**config.mk**
```make
export PLATFORM = sky130hd
export DESIGN_NAME = dmem_arbiter
export DESIGN_NICKNAME = d
export VERILOG_FILES = /design/src/rtl/dmem_arbiter.sv
export SDC_FILE = /design/constraint.sdc
export NUM_CORES = 1
export LEC_CHECK = 0
export CORE_MARGIN = 3
export CORE_UTILIZATION = 37
export CTS_CLUSTER_DIAMETER = 60
export CTS_CLUSTER_SIZE = 12
export DETAILED_ROUTE_END_ITERATION = 6
export HOLD_SLACK_MARGIN = 0.05
export PLACE_DENSITY = 0.88
export SLEW_MARGIN = 5
export SYNTH_ARGS = -nofsm -noshare
export SYNTH_HDL_FRONTEND = slang
export SYNTH_SLANG_ARGS = --single-unit
```
**constraint.sdc**
```tcl
create_clock -name clk -period 3.1 [get_ports clk]
set_input_delay 0.93 -clock clk [delete_from_list [all_inputs] [get_ports clk]]
set_output_delay 0.93 -clock clk [all_outputs]
set_load 0.05 [all_outputs]
```
**src/rtl/dmem_arbiter.sv**
```systemverilog
// Shares the single-port data SRAM between the CPU load/store path and the host/debug port.
// Round-robin grants, a bounded host lock for bursts, and tagged read return one cycle after issue.
module dmem_arbiter #(
  parameter int ADDR_W   = 7,
  parameter int DATA_W   = 32,
  parameter int MAX_LOCK = 8
) (
  input  logic              clk,
  input  logic              rst_n,
  input  logic              cpu_req,
  input  logic              cpu_we,
  input  logic [ADDR_W-1:0] cpu_addr,
  input  logic [DATA_W-1:0] cpu_wdata,
  output logic              cpu_stall,
  output logic [DATA_W-1:0] cpu_rdata,
  output logic              cpu_rvalid,
  input  logic              host_req,
  input  logic              host_we,
  input  logic [ADDR_W-1:0] host_addr,
  input  logic [DATA_W-1:0] host_wdata,
  input  logic              host_lock,
  output logic              host_gnt,
  output logic [DATA_W-1:0] host_rdata,
  output logic              host_rvalid,
  output logic              CEN,
  output logic              WEN,
  output logic              OEN,
  output logic [ADDR_W-1:0] A,
  output logic [DATA_W-1:0] Data2Mem,
  input  logic [DATA_W-1:0] ReadDataMem
);

  typedef enum logic [1:0] {
    ARB       = 2'd0,
    LOCKED    = 2'd1,
    FORCE_CPU = 2'd2
  } state_t;

  localparam logic [7:0] LOCK_MAX = 8'(MAX_LOCK);

  state_t              state_reg, state_next;
  logic                last_host_reg, last_host_next;
  logic [7:0]          lock_cnt_reg, lock_cnt_next;
  logic [7:0]          cnt_inc;
  logic                ret_valid_reg;
  logic                ret_owner_reg;
  logic [DATA_W-1:0]   cpu_rdata_reg;
  logic [DATA_W-1:0]   host_rdata_reg;
  logic                cpu_gnt;
  logic                issue;
  logic                issue_we;

  // Saturating so a lock held with no CPU contention never wraps.
  assign cnt_inc = (lock_cnt_reg >= LOCK_MAX) ? LOCK_MAX : lock_cnt_reg + 8'd1;

  always_comb begin
    cpu_gnt        = 1'b0;
    host_gnt       = 1'b0;
    state_next     = state_reg;
    last_host_next = last_host_reg;
    lock_cnt_next  = lock_cnt_reg;
    case (state_reg)
      ARB: begin
        if (cpu_req && (!host_req || last_host_reg)) begin
          cpu_gnt        = 1'b1;
          last_host_next = 1'b0;
        end else if (host_req) begin
          host_gnt       = 1'b1;
          last_host_next = 1'b1;
          if (host_lock) begin
            lock_cnt_next = 8'd1;
            state_next    = (LOCK_MAX == 8'd1 && cpu_req) ? FORCE_CPU : LOCKED;
          end
        end
      end
      LOCKED: begin
        if (host_req) begin
          host_gnt       = 1'b1;
          last_host_next = 1'b1;
          lock_cnt_next  = cnt_inc;
          if (!host_lock) begin
            state_next    = ARB;
            lock_cnt_next = 8'd0;
          end else if (cnt_inc == LOCK_MAX && cpu_req) begin
            state_next = FORCE_CPU;
          end
        end else begin
          // Host let go of the burst: hand the slot straight to a waiting CPU.
          cpu_gnt = cpu_req;
          if (cpu_req) last_host_next = 1'b0;
          state_next    = ARB;
          lock_cnt_next = 8'd0;
        end
      end
      FORCE_CPU: begin
        if (cpu_req) begin
          cpu_gnt        = 1'b1;
          last_host_next = 1'b0;
        end else if (host_req) begin
          host_gnt       = 1'b1;
          last_host_next = 1'b1;
        end
        state_next    = ARB;
        lock_cnt_next = 8'd0;
      end
      default: begin
        state_next    = ARB;
        lock_cnt_next = 8'd0;
      end
    endcase
  end

  always_comb begin
    issue    = cpu_gnt | host_gnt;
    issue_we = cpu_gnt ? cpu_we : (host_gnt & host_we);
    CEN      = ~issue;
    WEN      = ~(issue & issue_we);
    OEN      = issue & issue_we;
    A        = '0;
    Data2Mem = '0;
    if (cpu_gnt) begin
      A        = cpu_addr;
      Data2Mem = cpu_wdata;
    end else if (host_gnt) begin
      A        = host_addr;
      Data2Mem = host_wdata;
    end
  end

  assign cpu_stall   = cpu_req & ~cpu_gnt;
  assign cpu_rvalid  = ret_valid_reg & ~ret_owner_reg;
  assign host_rvalid = ret_valid_reg & ret_owner_reg;
  // Return data bypasses straight from the SRAM; the registers only hold it afterwards.
  assign cpu_rdata   = cpu_rvalid  ? ReadDataMem : cpu_rdata_reg;
  assign host_rdata  = host_rvalid ? ReadDataMem : host_rdata_reg;

  always_ff @(posedge clk or negedge rst_n) begin
    if (!rst_n) begin
      state_reg      <= ARB;
      last_host_reg  <= 1'b1;
      lock_cnt_reg   <= 8'd0;
      ret_valid_reg  <= 1'b0;
      ret_owner_reg  <= 1'b0;
      cpu_rdata_reg  <= '0;
      host_rdata_reg <= '0;
    end else begin
      state_reg     <= state_next;
      last_host_reg <= last_host_next;
      lock_cnt_reg  <= lock_cnt_next;
      ret_valid_reg <= issue & ~issue_we;
      ret_owner_reg <= host_gnt;
      if (cpu_rvalid)  cpu_rdata_reg  <= ReadDataMem;
      if (host_rvalid) host_rdata_reg <= ReadDataMem;
    end
  end

endmodule

```
* After elaboration in Yosys (flattened, before gate mapping)
Cells that the tools add are included.
Word-level totals: bits of input ports 117, word-level logic and storage cells 73, register bits 77
Operators by class: mux-type cells 35, eq/ne operators 8, $add $sub $neg 1, bitwise logic cells 12, magnitude comparators 1, reduce and logical (&&, ||, !) cells 9
Operators with widths (number):
- $mux W32 | 4
- $mux W8 | 6
- $pmux W8 S2 | 1
- $mux W7 | 2
- $mux W1 | 12
- $mux W2 | 6
- $pmux W1 S3 | 3
- $add A8 B1 Y8 const B | 1
- $eq A8 B4 Y1 const B | 1
- $ge A8 B4 Y1 const B | 1
- $and A1 B1 Y1 | 6
- $ne A2 B2 Y1 const B | 3
- $not A1 Y1 | 5
- $ne A4 B4 Y1 const B | 1
- $pmux W2 S2 | 1
- $reduce_and A4 Y1 | 1
- $ne A3 B3 Y1 const B | 1
- $reduce_and A3 Y1 | 1
- $reduce_bool A3 Y1 | 1
- $eq A2 B1 Y1 const B | 1
- $eq A2 B2 Y1 const B | 1
- $logic_and A1 B1 Y1 | 2
- $logic_not A2 Y1 | 1
- $reduce_and A2 Y1 | 1
- other kinds (3) | 3

* Longest topological paths before layout
word-level depth 9, gate-level depth with buffers 9

* Worst setup path after synthesis
OpenSTA, ideal clock, no wires.
kind input-to-output, from in host_req, to out WEN, arrival time 2413 ps, buffers on the path 2, setup slack -243 ps, stages on the path 6, cells stage by stage a21boi_2 -> o21ai_2 -> and3b_1 -> buf_6 -> buf_6 -> a22oi_1
On the way: word-level cells in the longest chain between the ends 9
RTL lines:
- from (decl) | RTL line 17 | input logic host_req,
- $logic_not A1 Y1 | RTL line 64 | if (cpu_req && (!host_req || last_host_reg)) begin
- $logic_or A1 B1 Y1 | RTL line 64
- $logic_and A1 B1 Y1 | RTL line 64
- $mux W1 | RTL line 64
- $pmux W1 S3 | RTL line 62 | case (state_reg)
- $and A1 B1 Y1 | RTL line 115 | issue_we = cpu_gnt ? cpu_we : (host_gnt & host_we);
- $mux W1 | RTL line 115
- $and A1 B1 Y1 * | RTL line 117 | WEN = ~(issue & issue_we);
- $not A1 Y1 * | RTL line 117
- to (decl) | RTL line 26 | output logic WEN,
Mark *: on every way between the ends. The rest lies on a longest branch, timed or not.

* Final worst setup path
from reg state_reg[0], to out Data2Mem[13]
On the way: word-level cells in the longest chain between the ends 4
RTL lines:
- from (decl) | RTL line 41 | state_t state_reg, state_next;
- from (signal assigned) | RTL line 147 | state_reg <= state_next;
- $eq A2 B2 Y1, or another cell as far along | RTL line 62
- $pmux W1 S3 | RTL line 62
- $mux W32 | RTL line 124 | end else if (host_gnt) begin
- $mux W32 * | RTL line 121 | if (cpu_gnt) begin
- to (decl) | RTL line 29 | output logic [DATA_W-1:0] Data2Mem,
Marked as above.

==> results.py <==
metrics = {
    "run_status": {
        "status": "complete, but fails checks",
        "failed_checks": "setup timing",
    },
    "synth": {
        "avgSynthCellArea_um2": 13.6,
        "ys_warn_count": 0,
        "yosys-top-cells-area": "dfrtp_1, mux2_2, a22o_1",
        "synth_area_leader_cell": "dfrtp_1",
        "netlist_area_um2": 3610,
        "synth_nets": 389,
        "syn_inst": 266,
        "yosysSeqAreaShare_pct": 53.4,
        "synth.distinct_cells": 38,
        "synth_top_area_share_pct": 52.7,
        "synth-seq-cells": 77,
    },
    "sta": {
        "rsz0062_at_grt": "yes",
        "period_share_pct": 107,
        "fin_crit_ps": 3320,
        "hold_viol_final": 0,
        "slew-limit-headroom_pct": 36.8,
        "fmax_mhz": 301,
        "finalSetupViolCount": 42,
        "slew_violations": 0,
        "skew_ps": 12.1,
        "max_slew.worst_pin.slew_ps": 948,
        "setup_ws_ps": -219,
    },
    "floorplanning": {
        "die_w_um": 105,
        "rows": 35,
        "coreArea_um2": 9370,
        "die-area_um2": 11000,
        "die_h_um": 105,
        "io_pins": 227,
        "start_util_pct": 38.5,
    },
    "worst_setup_path": {
        "critPathRequiredTime_ps": 2170,
        "r2r-start": "state_reg[0]",
        "critPathLaunchType": "register",
        "crit_type": "register to output port",
        "cp_max_fo": 11,
        "cp-startpoint": "state_reg[0]",
        "crit_arrival_ps": 2390,
        "cp-end-kind": "output port",
    },
    "grt": {
        "overflow": 0,
        "grt_max_degree": 78,
        "track_usage_pct": 25.5,
        "antenna_found_initial": 0,
        "grt_pass1_vias": 3857,
        "grt_pass1_wl_um": 21600,
    },
    "route": {
        "vias": 3351,
        "dr.max_layer_used": "met4",
        "drt_drc_violations_left": 0,
        "final_antenna_net_count": 0,
        "drt_iter0_markers": 114,
        "first_pass_iters": 4,
        "wl_um": 14800,
        "wl_met3_um": 1340,
        "routed_via_density": 5.24,
        "wire_per_inst_um": 23.2,
        "wl_met2_um": 8020,
        "met1Wirelength_um": 4940,
    },
    "run": {
        "max_cap_violations": 0,
    },
    "clock_network": {
        "h-tree-depth": 3,
        "cts_sinks": 77,
        "cts_made_buffers": 9,
        "root_buffer": "clkbuf_8",
        "clk_path_buf_depth": 2,
        "clkLatencyLatePin_ps": 350,
        "cts_tree": "yes",
        "clkTransAtPathRegs_ps": 70,
    },
    "finish": {
        "nets": 629,
        "diodes": 0,
        "final_common_cell": "clkdlybuf4s50_1",
        "final_layout_size_suffix_gt1_share_pct": 53.0,
        "utilization_pct": 82.8,
        "final_cell_mix": "clkdlybuf4s50_1, buf_12, dfrtp_1",
        "area_delta_synth_final_pct": 115,
    },
    "placed_design": {
        "port_buffers": 226,
        "hpwlAfterDp_um": 10300,
        "pre_cts_slack_ps": -463,
        "gp_congestion": 0.846,
    },
    "pwr": {
        "vdd_drop_max_uv": 693,
        "power_density_nw_per_um2": 1270,
        "p_total_mw": 9.84,
        "power.leakage_nw": 3.38,
    },
    "hold_path": {
        "holdCritStartpoint": "lock_cnt_reg[3]",
        "hp-class": "register to register",
    },
}
[routing by layer]
layer  track usage [%]  vias to the layer above
met1              25.5                     1650
li1                  -                     1474
met4              10.3                        0
met2              46.7                      194
met3              10.2                       33
met5                 0                        -
[repair_timing]
action / 4_1_cts / 5_1_grt
pin swaps: 6 / 7
cloned: 6 / 1
buffers inserted: 8 / 0
hold buffers: 0 / 0
setup endpoints to repair: 43 / 42
resized for setup: 33 / 34
[final cells by class]
class | count | area (um2)
multi-input combinational | 159 | 1840
clock buffer | 11 | 131
inverter | 12 | 47.5
fill | 481 | 1610
timing repair buffer | 247 | 3610
tap | 129 | 161
clock inverter | 5 | 37.5
sequential | 77 | 1930
[worst max-delay path: stages (launching register included)]
cell,delay (ps)
dfrtp_2,440
inv_4,70
ha_4,180
a21boi_2,150
o21ai_2,80
buf_4,150
a221oi_4,290
buf_6,190
buf_12,150
a22o_2,190
buf_12,140
[stage by stage]
step	hold WS (ps)	TNS [ps]	instance area (um2)	instances
finish	494	-7050	7760	640
global route	524	-11030	7760	640
floorplan	451	0	3660	266
CTS	499	-4660	7580	642
detailed placement	477	-18500	7100	612
global placement	461	-16730	7100	612
[cells in the mapped netlist]
library cell / instances
dfrtp_1: 76
mux2_2: 64
a22o_1: 41
inv_1: 12
buf_6: 9
buf_2: 6
ha_1: 6
nand2_1: 4
a21oi_1: 3
and2_1: 3
nand3_1: 3
nor2_1: 3
nor2b_1: 3
a21o_1: 2
a22oi_1: 2
a2bb2oi_1: 2
a31oi_1: 2
nor4_1: 2
o21ai_0: 2
o21ai_2: 2
o311ai_0: 2
a21boi_0: 1
a21boi_2: 1
a221oi_4: 1
a311oi_1: 1
a31o_2: 1
and3b_1: 1
buf_1: 1
buf_4: 1
clkbuf_1: 1
dfstp_2: 1
mux2i_1: 1
nand2b_1: 1
nand3b_1: 1
o22ai_1: 1
o32ai_1: 1
or2_2: 1
or2b_1: 1
[worst paths after layout]
kind | slack, ps | cells after the start | endpoint
max | -220 | 10 | Data2Mem[13]
max reg2reg | 1130 | 7 | lock_cnt_reg[2]
min | 490 | 1 | lock_cnt_reg[3]
max in group asynchronous | 1710 | 1 | state_reg[0]
min reg2reg | 490 | 1 | lock_cnt_reg[3]
min in group asynchronous | 720 | 1 | host_rdata_reg[10]
[power by group]
part           leakage [nW]  total (mW)  switching [mW]  internal (mW)
Combinational          2.38        7.56            3.97           3.59
Sequential            0.921        1.62           0.153           1.46
Clock                0.0795       0.660           0.367          0.292
[kinds of logic (layout without fill, tap and decap cells)]
| logic type | after synthesis | in the layout | synth area share [%] |
|---|---|---|---|
| mux | 65 | 65 | 20.2 |
| flops | 77 | 77 | 53.4 |
| fa+ha+maj | 6 | 6 | 2.08 |
| compound gates | 65 | 65 | 15.4 |
| buf+inv | 30 | 275 | 5.30 |
| simple gates | 23 | 23 | 3.54 |
No activity file was read; power rests on OpenSTA's default activity.
